$ cat src/rtl/reduce_mod_pipe.sv
// Three-stage pipelined reduction modulo P = 2^W - C with valid/ready flow control.
// Two folds using 2^W == C (mod P), then an optional final subtract of P.
module reduce_mod_pipe #(
  parameter int W     = 130,
  parameter int C     = 5,
  parameter int IN_W  = 258,
  parameter int TAG_W = 4
) (
  input  logic             clk,
  input  logic             reset,
  input  logic             flush,
  input  logic             in_valid,
  output logic             in_ready,
  input  logic [IN_W-1:0]  in_value,
  input  logic             in_full,
  input  logic [TAG_W-1:0] in_tag,
  output logic             out_valid,
  input  logic             out_ready,
  output logic [W:0]       out_value,
  output logic [TAG_W-1:0] out_tag,
  output logic [1:0]       occupancy
);
  // Fold widths: hi part times C (C < 256) adds at most 8 bits, plus one carry.
  localparam int H0  = IN_W - W;
  localparam int S1W = ((W > H0 + 8) ? W : H0 + 8) + 1;
  localparam int H1  = S1W - W;
  localparam int S2W = ((W > H1 + 8) ? W : H1 + 8) + 1;
  localparam logic [S2W-1:0] P = (S2W'(1) << W) - S2W'(C);

  logic [3:1]       vld_pipe, vld_nx;
  logic [4:1]       en;
  logic             take;
  logic [S1W-1:0]   s1, s1_nx;
  logic [S2W-1:0]   s2, s2_nx;
  logic [W:0]       s3, s3_nx;
  logic             full1, full2;
  logic [TAG_W-1:0] tag1, tag2, tag3;

  // A stage may load when it is empty or its contents move on this edge.
  always_comb begin
    en[4] = out_ready;
    for (int k = 3; k >= 1; k--) en[k] = !vld_pipe[k] || en[k+1];
  end

  assign in_ready = !reset && !flush && en[1];
  assign take     = in_valid && in_ready;

  assign s1_nx = S1W'(in_value[W-1:0]) + S1W'(C) * S1W'(in_value[IN_W-1:W]);
  assign s2_nx = S2W'(s1[W-1:0]) + S2W'(C) * S2W'(s1[S1W-1:W]);
  assign s3_nx = (full2 && s2 >= P) ? (W+1)'(s2 - P) : (W+1)'(s2);

  always_comb begin
    vld_nx = vld_pipe;
    if (flush) vld_nx = '0;
    else begin
      if (en[1]) vld_nx[1] = take;
      if (en[2]) vld_nx[2] = vld_pipe[1];
      if (en[3]) vld_nx[3] = vld_pipe[2];
    end
  end

  always_ff @(posedge clk or posedge reset) begin
    if (reset) begin
      vld_pipe  <= '0;
      occupancy <= '0;
      s1 <= '0; s2 <= '0; s3 <= '0;
      full1 <= 1'b0; full2 <= 1'b0;
      tag1 <= '0; tag2 <= '0; tag3 <= '0;
    end else begin
      vld_pipe  <= vld_nx;
      occupancy <= 2'(vld_nx[1]) + 2'(vld_nx[2]) + 2'(vld_nx[3]);
      if (take) begin
        s1 <= s1_nx; full1 <= in_full; tag1 <= in_tag;
      end
      if (en[2]) begin
        s2 <= s2_nx; full2 <= full1; tag2 <= tag1;
      end
      if (en[3]) begin
        s3 <= s3_nx; tag3 <= tag2;
      end
    end
  end

  assign out_valid = vld_pipe[3];
  assign out_value = s3;
  assign out_tag   = tag3;
endmodule

$ cat config.mk
export PLATFORM = sky130hd
export DESIGN_NAME = reduce_mod_pipe
export DESIGN_NICKNAME = d
export VERILOG_FILES = /design/src/rtl/reduce_mod_pipe.sv
export SDC_FILE = /design/constraint.sdc
export NUM_CORES = 2
export LEC_CHECK = 0
export CAP_MARGIN = 20
export CORE_AREA = 2 2 240 242
export DETAILED_ROUTE_END_ITERATION = 7
export DIE_AREA = 0 0 242 244
export HOLD_SLACK_MARGIN = 0.15
export PLACE_DENSITY = 0.89
export SETUP_SLACK_MARGIN = 0.1
export SLEW_MARGIN = 0
export SYNTH_ARGS = -nofsm -noshare
export SYNTH_HDL_FRONTEND = slang
export SYNTH_SLANG_ARGS = --single-unit
$ cat constraint.sdc
create_clock -name clk -period 29 [get_ports clk]
set_input_delay 7.25 -clock clk [delete_from_list [all_inputs] [get_ports clk]]
set_output_delay 7.25 -clock clk [all_outputs]
set_load 0.005 [all_outputs]
==> results.cfg <==
[sta]
finClkSkew_ns = 0.0149
setup_violations = 0
slew_headroom = 0.175
finalSetupTns_ns = 0
whs_ns = 0.477
rsz0062_at_grt = false
tightest_slew_ns = 1.24
slew_viol_final = 0
min_period_ns = 16.64
hold_viol = 0
finalCritPeriodShare = 0.574
max_freq_mhz = 60.1

[yosys]
synth_cells = 4266
synth_cell_types = 80
yosysTopAreaCell = dfrtp_1
yosysMostFrequentCell = nand2_1
synth.net_count = 4931
synth_common_cells = 692 x nand2_1, 632 x inv_1, 476 x o21ai_0, 413 x dfrtp_1, 268 x ha_1
yosys_register_bits = 413
synth.area.top_cells = dfrtp_1 30%, ha_1 9.8%, nand2_1 7.6%
synth_async_sr_flop_share = 1.00
synth_area_um2 = 34200
syn_area_per_cell_um2 = 8.01
yosysTopAreaCellShare = 0.303
seq_area_frac_synth = 0.303
ys_warn_count = 0
synth-main-ff-cell = dfrtp_1
synth_edf_count = 0

[grt]
antenna_found_initial = 0
grt_max_degree = 128
grt_pass1_wl_um = 152000
grt_use_total = 0.314
grt.overflow.total = 0
grt_pass1_vias = 30129

[floorplan]
row_count = 87
die_area_um2 = 59000
start_util = 0.608
io_pins = 407
core_um2 = 56200
fp.dieW_um = 242
die_h_um = 244

[final_layout]
diodes = 0
fin_cells = 5369
post-route-util = 0.717
area_growth_pct = 17.9
final_layout_size_suffix_gt1_frac = 0.0306
final_net_count = 5245

[clocking]
path_clk_slew_ns = 0.06
clockBufferDepth = 3
cts_setup_buffers = 0
cts_tree = built
clk_latency_ns = 0.54
cts_resized = 0
clock_sinks = 413
root_buffer = clkbuf_16
htree_levels = 2
hold_buffers = 0
numCtsBuffers = 43

[drt]
drtPass1Iterations = 5
ant_nets = 0
drc = 0
vias = 30676
detail_route.wirelength_um = 93600
post_drt_wl_per_cell_um = 17.4
viasPerCell = 5.71
drtIter0Drc = 2300

[critical_path]
crit_fanout = 35
crit_start = out_ready
critPathRequiredTime_ns = 21.75
r2r_slack_ns = 24.29
crit_path_end_kind = primary output
start_kind = primary input
crit_type = in2out
crit_arrival_ns = 9.39
r2r_start = s1[2]

[power_and_ir_drop]
p_leak_nw = 18.3
power_density_nw_per_um2 = 73.4
ir_drop_mv = 0.0484
power_w = 0.00296

[hold_path]
hp-start = out_value[49]
holdCritPathClass = reg2reg

[placement]
hpwl_um = 74100
gp_congestion = 0.953
dpl.cell_count = 5290
io_buffers = 406

[status]
outcome = completed

[run]
cap_violations = 0
==> metrics by stage <==
stage	worst slack [ns]	cell area, um2
finish	12.36	40300
global route	12.21	40300
CTS	12.35	40200
detailed placement	12.37	38700
global placement	12.42	38700
floorplan	10.26	34200
==> flip-flops by register name, indices dropped and copies added, names as in the netlist <==
register,cells
out_tag,4
full1,1
vld_pipe,3
out_value,131
s1,132
occupancy,2
tag1,4
s2,131
full2,1
tag2,4
==> worst max-delay path, stage by stage <==
cell and delay, ns:
clkdlybuf4s50_1 0.45, nor2b_4 0.58, and2_4 0.44, a211oi_1 0.20, clkdlybuf4s50_1 0.48
==> layer usage <==
| layer | wire, um | track usage |
|---|---|---|
| met4 | 4630 | 0.139 |
| met3 | 6390 | 0.0459 |
| met5 | 0 | 0 |
| met1 | 38800 | 0.413 |
| met2 | 43800 | 0.520 |
==> kinds of logic (layout without fill, tap and decap cells) <==
| family | count (synthesis) | count (layout) | synth area share |
|---|---|---|---|
| simple gates | 1388 | 1388 | 0.188 |
| compound gates | 894 | 894 | 0.149 |
| buf+inv | 785 | 1132 | 0.0866 |
| flops | 413 | 413 | 0.303 |
| fa+ha+maj | 397 | 397 | 0.174 |
| xor+xnor | 378 | 378 | 0.0969 |
| mux | 11 | 11 | 0.00355 |
==> cell type report <==
| cell class | instances | area (um2) |
|---|---|---|
| Multi-Input combinational cell | 3068 | 20900 |
| Sequential cell | 413 | 10300 |
| Tap cell | 756 | 946 |
| Clock buffer | 65 | 1330 |
| Clock inverter | 13 | 194 |
| Inverter | 632 | 2380 |
| Fill cell | 4329 | 15900 |
| Timing Repair Buffer | 422 | 4200 |
==> placed cells by master, fill, tap and decap left out, drive strengths merged, types with 168 or more instances in the layout <==
cell	count
ha	268
nand2	694
clkdlybuf4s50	406
nor2	236
xnor2	210
o21ai	490
xor2	168
dfrtp	413
inv	632
a21oi	191
==> where the power goes <==
| part | switching, W | internal (W) |
|---|---|---|
| combinational | 0.000693 | 0.000578 |
| clock | 0.000228 | 0.000361 |
| sequential | 0.000276 | 0.000822 |
| total | 0.00120 | 0.00176 |
==> final timing paths <==
| check | to | depth (start not counted) |
|---|---|---|
| max in group asynchronous | s1[69] | 3 |
| max | in_ready | 5 |
| max reg2reg | s2[128] | 13 |
| min in group asynchronous | out_value[122] | 2 |
| min | out_value[49] | 2 |
| min reg2reg | out_value[49] | 2 |
Power figures use the tool's default switching activity.
